--- config.mk ---
export PLATFORM = sky130hd
export DESIGN_NAME = scancode_tracker
export DESIGN_NICKNAME = d
export VERILOG_FILES = /design/src/rtl/scancode_tracker.sv
export SDC_FILE = /design/constraint.sdc
export NUM_CORES = 1
export LEC_CHECK = 0
export ABC_CLOCK_PERIOD_IN_PS = 3300
export CAP_MARGIN = 20
export CORE_MARGIN = 10
export CORE_UTILIZATION = 45
export DETAILED_ROUTE_END_ITERATION = 16
export HOLD_SLACK_MARGIN = 0.12
export PLACE_DENSITY = 0.69
export SLEW_MARGIN = 20
export SYNTH_ARGS = -nofsm -noshare
export SYNTH_HDL_FRONTEND = slang
export SYNTH_SLANG_ARGS = --single-unit
--- constraint.sdc ---
create_clock -name CLOCK_50 -period 3.3 [get_ports CLOCK_50]
set_input_delay 0.66 -clock CLOCK_50 [delete_from_list [all_inputs] [get_ports CLOCK_50]]
set_output_delay 0.66 -clock CLOCK_50 [all_outputs]
set_load 0.1 [all_outputs]
--- src/rtl/scancode_tracker.sv ---
`default_nettype none
// ============================================================================
// Module      : scancode_tracker
// Description : Turns the raw PS/2 byte stream into a held-key stack and
//               presents the most recently pressed key that is still down.
//               Optional stuck-key timeout: define SCANCODE_TRACKER_TIMEOUT_EN.
// Revision    : 1.0 - initial release
// ============================================================================
module scancode_tracker #(
  parameter int DEPTH          = 4,
  parameter int TIMEOUT_CYCLES = 50000000
) (
  input  logic       CLOCK_50,
  input  logic       reset,
  input  logic [7:0] ps2_byte,
  input  logic       ps2_byte_en,
  output logic [7:0] held_code,
  output logic       held_valid,
  output logic [3:0] held_count,
  output logic       key_event
);

  typedef enum logic [1:0] {
    S_IDLE    = 2'd0,
    S_BRK     = 2'd1,
    S_EXT     = 2'd2,
    S_EXT_BRK = 2'd3
  } state_t;

  state_t     r_state, w_state_nxt;
  logic [7:0] r_stack     [DEPTH];
  logic [7:0] w_stack_nxt [DEPTH];
  logic [3:0] r_count, w_count_nxt;
  logic       r_key_event;
  logic       w_make, w_brk, w_clear, w_timeout;
  logic       w_hit;
  logic [3:0] w_hit_idx;
  logic [7:0] w_code_nxt;

  // Parameter ranges outside the supported envelope leave this marker block.
  if (DEPTH < 2 || DEPTH > 8 || TIMEOUT_CYCLES < 2) begin : g_cfg_out_of_range
  end

`ifdef SCANCODE_TRACKER_TIMEOUT_EN
  logic [31:0] r_timer;

  assign w_timeout = !ps2_byte_en && held_valid &&
                     (r_timer == 32'(TIMEOUT_CYCLES - 1));

  always_ff @(posedge CLOCK_50 or posedge reset) begin
    if (reset)
      r_timer <= '0;
    else if (ps2_byte_en || !held_valid || w_timeout)
      r_timer <= '0;
    else
      r_timer <= r_timer + 32'd1;
  end
`else
  assign w_timeout = 1'b0;
`endif

  // Protocol decode: prefix tracking and classification of the current byte.
  always_comb begin
    w_state_nxt = r_state;
    w_make      = 1'b0;
    w_brk       = 1'b0;
    w_clear     = 1'b0;
    if (ps2_byte_en) begin
      case (r_state)
        S_IDLE: begin
          case (ps2_byte)
            8'hF0: w_state_nxt = S_BRK;
            8'hE0: w_state_nxt = S_EXT;
            8'hAA: w_clear = 1'b1;
            8'hFA, 8'hFE, 8'hEE, 8'h00, 8'hFF: ;
            default: w_make = 1'b1;
          endcase
        end
        S_BRK: begin
          w_state_nxt = S_IDLE;
          w_brk       = (ps2_byte != 8'hF0) && (ps2_byte != 8'hE0);
        end
        S_EXT:     w_state_nxt = (ps2_byte == 8'hF0) ? S_EXT_BRK : S_IDLE;
        S_EXT_BRK: w_state_nxt = S_IDLE;
        default:   w_state_nxt = S_IDLE;
      endcase
    end
    if (w_timeout) begin
      w_state_nxt = S_IDLE;
      w_clear     = 1'b1;
    end
  end

  // Stack update; entries at or above r_count are kept at zero.
  always_comb begin
    w_stack_nxt = r_stack;
    w_count_nxt = r_count;
    w_hit       = 1'b0;
    w_hit_idx   = '0;
    for (int i = 0; i < DEPTH; i++) begin
      if (!w_hit && (4'(i) < r_count) && (r_stack[i] == ps2_byte)) begin
        w_hit     = 1'b1;
        w_hit_idx = 4'(i);
      end
    end
    if (w_clear) begin
      for (int i = 0; i < DEPTH; i++) w_stack_nxt[i] = 8'h00;
      w_count_nxt = '0;
    end else if (w_make && !w_hit) begin
      if (r_count < 4'(DEPTH)) begin
        for (int i = 0; i < DEPTH; i++)
          if (4'(i) == r_count) w_stack_nxt[i] = ps2_byte;
        w_count_nxt = r_count + 4'd1;
      end else begin
        for (int i = 0; i < DEPTH - 1; i++) w_stack_nxt[i] = r_stack[i+1];
        w_stack_nxt[DEPTH-1] = ps2_byte;
      end
    end else if (w_brk && w_hit) begin
      for (int i = 0; i < DEPTH - 1; i++)
        if (4'(i) >= w_hit_idx) w_stack_nxt[i] = r_stack[i+1];
      w_stack_nxt[DEPTH-1] = 8'h00;
      w_count_nxt = r_count - 4'd1;
    end
  end

  always_comb begin
    held_code  = 8'h00;
    w_code_nxt = 8'h00;
    for (int i = 0; i < DEPTH; i++) begin
      if (4'(i) + 4'd1 == r_count)     held_code  = r_stack[i];
      if (4'(i) + 4'd1 == w_count_nxt) w_code_nxt = w_stack_nxt[i];
    end
  end

  always_ff @(posedge CLOCK_50 or posedge reset) begin
    if (reset) begin
      r_state     <= S_IDLE;
      r_count     <= '0;
      r_key_event <= 1'b0;
      for (int i = 0; i < DEPTH; i++) r_stack[i] <= 8'h00;
    end else begin
      r_state     <= w_state_nxt;
      r_count     <= w_count_nxt;
      r_key_event <= (w_code_nxt != held_code);
      r_stack     <= w_stack_nxt;
    end
  end

  assign held_valid = (r_count != 4'd0);
  assign held_count = r_count;
  assign key_event  = r_key_event;

endmodule
`default_nettype wire

After elaboration in Yosys (flattened, before gate mapping)
Index checks and enable logic that the tools add are counted.

Add/subtract/negate cells: 2. Order comparisons: 8. Equality and inequality tests: 26. Multiplexer cells: 41. Reduce and logical (&&, ||, !) cells: 21.

Operators with widths (count): $mux 32 (4); $mux 8 (15); $eq 8x8->1 const B (7); $eq 8x8->1 (4); $mux 4 (6); $eq 2x4->1 const A (4); $ne 8x8->1 const B (2); $mux 1 (13); $logic_and 1x1->1 (10); $eq 1x4->1 const A (2); $eq 3x4->1 const A (2); $ge 1x4->1 const A (2); $logic_not 8->1 (1); $lt 1x4->1 const A (2); $lt 2x4->1 const A (2); $ne 8x8->1 (1); $reduce_or 8->1 (1); $pmux 2 s3 (1); $add 4x1->4 const B (1); $eq 2x2->1 const B (2); $ge 2x4->1 const A (1); $logic_not 1->1 (4); $logic_not 4->1 (1); $lt 4x3->1 const B (1); other kinds (9) (9).

Register bits: 39. Input bits: 11. Output and inout port bits: 14. Word-level logic and storage cells: 105.

Logic depth before layout (Yosys ltp)
Depth in word-level cells: 25. Gate-level depth with buffers: 17. Depth with buffers taken out: 15.

Least setup slack after synthesis
OpenSTA, ideal clock, no wires.

Kind: reg-to-reg. Start: register r_count[0], in the netlist held_count[0]. End: register r_key_event, in the netlist key_event. Arrival time: 4.573 ns. Required time: 3.162 ns. Path slack: -1.411 ns. Stages on the path, launching flop included: 16. Clock period less this slack: 4.711 ns. Cell sequence: dfrtp_1 > inv_1 > ha_1 > buf_2 > nand2_1 > and3_4 > nor2_4 > nand4_2 > and4_4 > nor2_4 > buf_6 > or4_4 > a31oi_1 > a31oi_1 > a211oi_1 > nand4_1.

Cells in the longest elaborated chain, start to end: 25.

Ends and longest elaborated chain: from (decl) (line 33) `logic [3:0] r_count, w_count_nxt;`; from (signal assigned) (line 143) `r_count <= w_count_nxt;`; $lt 1x4->1 (line 101) `if (!w_hit && (4'(i) < r_count) && (r_stack[i] == ps2_byte)) begin`; $logic_and 1x1->1 (line 101); $mux 1 (line 101); $logic_not 1->1 (line 101); $logic_and 1x1->1 (2 in a row) (line 101); $mux 1 (line 101); $logic_not 1->1 (line 101); $logic_and 1x1->1 (2 in a row) (line 101); [... 4 more ...]; $mux 4 / $mux 1 (equally long branches) (line 101); $ge 1x4->1 (tied with other cells) (line 120) `if (4'(i) >= w_hit_idx) w_stack_nxt[i] = r_stack[i+1];`; $mux 8 (tied with other cells) (line 120); $mux 32 / $mux 4 (equally long branches) (line 118, 109); $mux 32 / $mux 4 (equally long branches) (line 109, 106); $mux 32 / $eq 1x4->1 (equally long branches) (line 106, 131); $mux 8 (4 in a row) (line 131) `if (4'(i) + 4'd1 == w_count_nxt) w_code_nxt = w_stack_nxt[i];`; $ne 8x8->1 (*) (line 144) `r_key_event <= (w_code_nxt != held_code);`; to (signal assigned) (line 144); to (decl) (line 34) `logic r_key_event;`.

Every way passes the cells marked *; elsewhere a longest branch is shown, timed or not. A chain may end at the register's enable or synchronous reset.

==> summary.txt <==
DP HPWL = 12.0 mm
standard-cell rows = 34
layout cells sized above 1 = 52.5%
clk buf depth = 2
Root Buffer = clkbuf_8
gpl congestion = 1.02
YS warnings = 0
Post-synth top flop = dfrtp_1
pre-CTS setup slack = -876 ps
Crit path largest cell delay = 420 ps
first-pass GRT wire length = 28.8 mm
share of the synthesized area in the top cell type = 24.5%
Comb pwr share = 69.4%
switching share of total power = 47.7%
Routed WL per cell = 26.1 um
Max-Cap Viols = 0
P_leak = 3.01 nW
Detail Route Antenna Nets = 0
fin crit share = 108%
min cycle time layout = 3560 ps
Clk pin slew, worst setup/hold paths = 90 ps
Distinct cells, synth = 73
die area = 13000 sq um
path category of the worst min-delay check = flip-flop to flip-flop
Post-Synthesis Net Count = 491
most used cell along the critical path = buf_4
DR DRC count = 0
final hold violations = 0
GRT overflow = 0
cell internal pwr = 0.00213 W
initial antenna violation count = 0
synthesis-stage register bit count = 39
PwrDens = 601 nW/um^2
Async SR Flop Fraction = 100%
Syn Inst Count = 475
largest area contributor in the netlist = dfrtp_1
Layout area overhead = 70.4%
# diodes = 0
Hold Path End = r_state[1]
worst hold margin = 588 ps
Design Area, Final = 6800 sq um
largest net degree at the start of global routing = 40
Synth area leaders = dfrtp_1, mux2i_1, nor2_1
fin nets = 695
number of global-route vias before repair = 4976
num ports = 25
Post-Place Cell Area = 5570 sq um
Rel. slew slack = 61.6%
fin worst setup slack = -261 ps
fin. max-slew vios = 0
Slew @ Worst Pin = 577 ps
RSZ-0062 raised after global routing = true
Worst Path Buf+Inv = 6
Hold Crit Depth = 2
worst-path cell chain = buf_2 -> buf_6 -> buf_6 -> xor2_1 -> nor3_1 -> nand4_1 -> buf_4 -> nand2_8 -> buf_4 -> nor4_4 -> nor2_2 -> buf_4 -> a32o_1 -> and4_1 -> o32ai_2 -> xnor2_1 -> a211oi_2 -> nand4_1
Crit Path Class = primary input to flip-flop
final WL = 20.5 mm
r2r endpoint = key_event
Register-to-Register Path Depth = 15
CP Capture Type = flip-flop
crit path max fanout = 7
Die W = 114 um
via count = 5299
Worst EP arrival = 3750 ps
hold_sp = r_state[1]
Switch Pwr = 0.00195 W
status = finished with violations
Max Fclk = 281 MHz
Clock Power Share = 12.3%
Iteration-0 DRC Markers = 675
Worst IR Drop VDD = 0.000404 V
data required time of the worst path = 3490 ps
worst-skew pair later-pin latency = 310 ps
Filler cells = 532
clk_skew = 12.6 ps
Worst Setup Start Kind = primary input
port bufs = 24
Top delay family on crit path = simple AND/OR/NAND/NOR gates
Seq pwr share = 18.3%
height of the die = 114 um
Setup Viol. Count Final = 1
R2R Setup Slk = -170 ps
hold_buf cts = 0
DR vias/cell = 6.72
Core Region = 8680 sq um
Final Util = 78.3%
R2R Path Start = held_count[0]
CP max-delay cell = nor4_4
CTS tree = built
Seq/Total Area, Yosys = 24.5%
drt pass-1 iters = 6
Syn Area/Cell = 8.40 sq um
Initial Util = 46.0%
clock net sink count = 39
violations in the final reports = setup timing
Syn Std Cell Area = 3990 sq um
Post-synth EDFFs = 0
GRT Total Usage = 28.1%
Num CTS Buffers = 5
depth of the CTS H-tree = 2
## power groups by stage
stage,clock network [W],registers [W],logic (W)
2_1_floorplan,0,0.000865,0.00115
3_3_place_gp,0,0.000700,0.00218
3_5_place_dp,0,0.000704,0.00221
4_1_cts,0.000501,0.000716,0.00252
5_1_grt,0.000513,0.000751,0.00293
6_report,0.000501,0.000747,0.00284
## routing by layer
metal	global-route usage, %	vias to the layer above	share of wire (%)
met5	0	-	0
met4	14.5	0	8.3
met3	7.39	164	13
met2	43.9	497	44
met1	34.8	2472	35
li1	-	2166	-
## stage by stage
step	instances	power, W	TNS (ps)
2_1_floorplan	475	0.00201	-190
4_1_cts	771	0.00374	-20.7
3_3_place_gp	730	0.00288	-2480
3_5_place_dp	730	0.00291	-2650
6_report	788	0.00408	-261
5_1_grt	788	0.00420	-486
## Yosys cell counts, types with 11 or more instances
cell type	count
buf_6	11
clkbuf_1	17
inv_1	12
nand2_1	27
a21oi_1	32
nand3_1	12
a22oi_1	11
mux2i_1	45
dfrtp_1	39
xnor2_1	21
a211oi_1	22
nor2_1	59
o21ai_0	24
xor2_1	16
## timing repair
| action | CTS | global route |
|---|---|---|
| cloned | 3 | 0 |
| resized for setup | 133 | 32 |
| pin swaps | 50 | 29 |
| endpoints found under the setup margin | 2 | 5 |
| buffers inserted | 32 | 17 |
## layout by cell type, fill, tap and decap left out, types with 4 or more instances in the layout
cell      instances
nor4_4            6
a21oi_1          30
nand4_1           8
nand2_1          25
nand3_1           8
mux2_2            4
buf_12           12
buf_4           187
a22oi_1           9
nor2_4           11
clkbuf_8          5
nor2_1           46
a211oi_1         13
xnor2_2           8
dfrtp_1          35
xnor2_1          13
xor2_1            7
a211oi_2          9
nor2_2            4
o211a_1           5
xor2_2            5
buf_2             6
o21ai_1           4
o211ai_1          6
buf_6            19
inv_1             9
and3_4            5
mux2i_1          45
xor2_4            4
o21ai_0          20
## worst min-delay path, cell delays in order, from the launching register on
cell,delay (ps)
dfrtp_1,400
inv_1,80
o2bb2ai_1,70
## sequential cells by signal, summed over array words and instances (netlist names)
name        flops
key_event       1
held_count      4
r_stack        32
r_state         2
## layout make-up
type | instances | area, sq um | share of cell area (%)
Multi-Input combinational cell | 390 | 3480 | 51.2
Timing Repair Buffer | 231 | 2010 | 29.6
Sequential cell | 39 | 986 | 14.5
Tap cell | 108 | 135 | 1.99
Clock buffer | 6 | 72.6 | 1.07
Clock inverter | 2 | 60.1 | 0.883
Inverter | 12 | 50.0 | 0.736
## worst max-delay path by stage
stage	start	endpoint	slack (ps)	depth (start not counted)
6_report	ps2_byte[5]	key_event	-260	18
3_3_place_gp	ps2_byte[6]	key_event	-820	18
2_1_floorplan	held_count[1]	key_event	-190	15
4_1_cts	ps2_byte[1]	key_event	-20	15
3_5_place_dp	ps2_byte[6]	key_event	-880	18
5_1_grt	ps2_byte[0]	key_event	-360	16
## kinds of logic after synthesis
kind of cell / after synthesis / synth area share, %
AND/OR/NAND/NOR: 160 / 22.0
AO/OA/AOI/OAI: 137 / 24.2
multiplexers: 49 / 12.4
buffers and inverters: 47 / 6.74
flip-flops: 39 / 24.5
XOR/XNOR: 38 / 8.53
adder cells (fa/ha/maj): 5 / 1.57
Note: power is estimated with default switching activity, not from simulation.
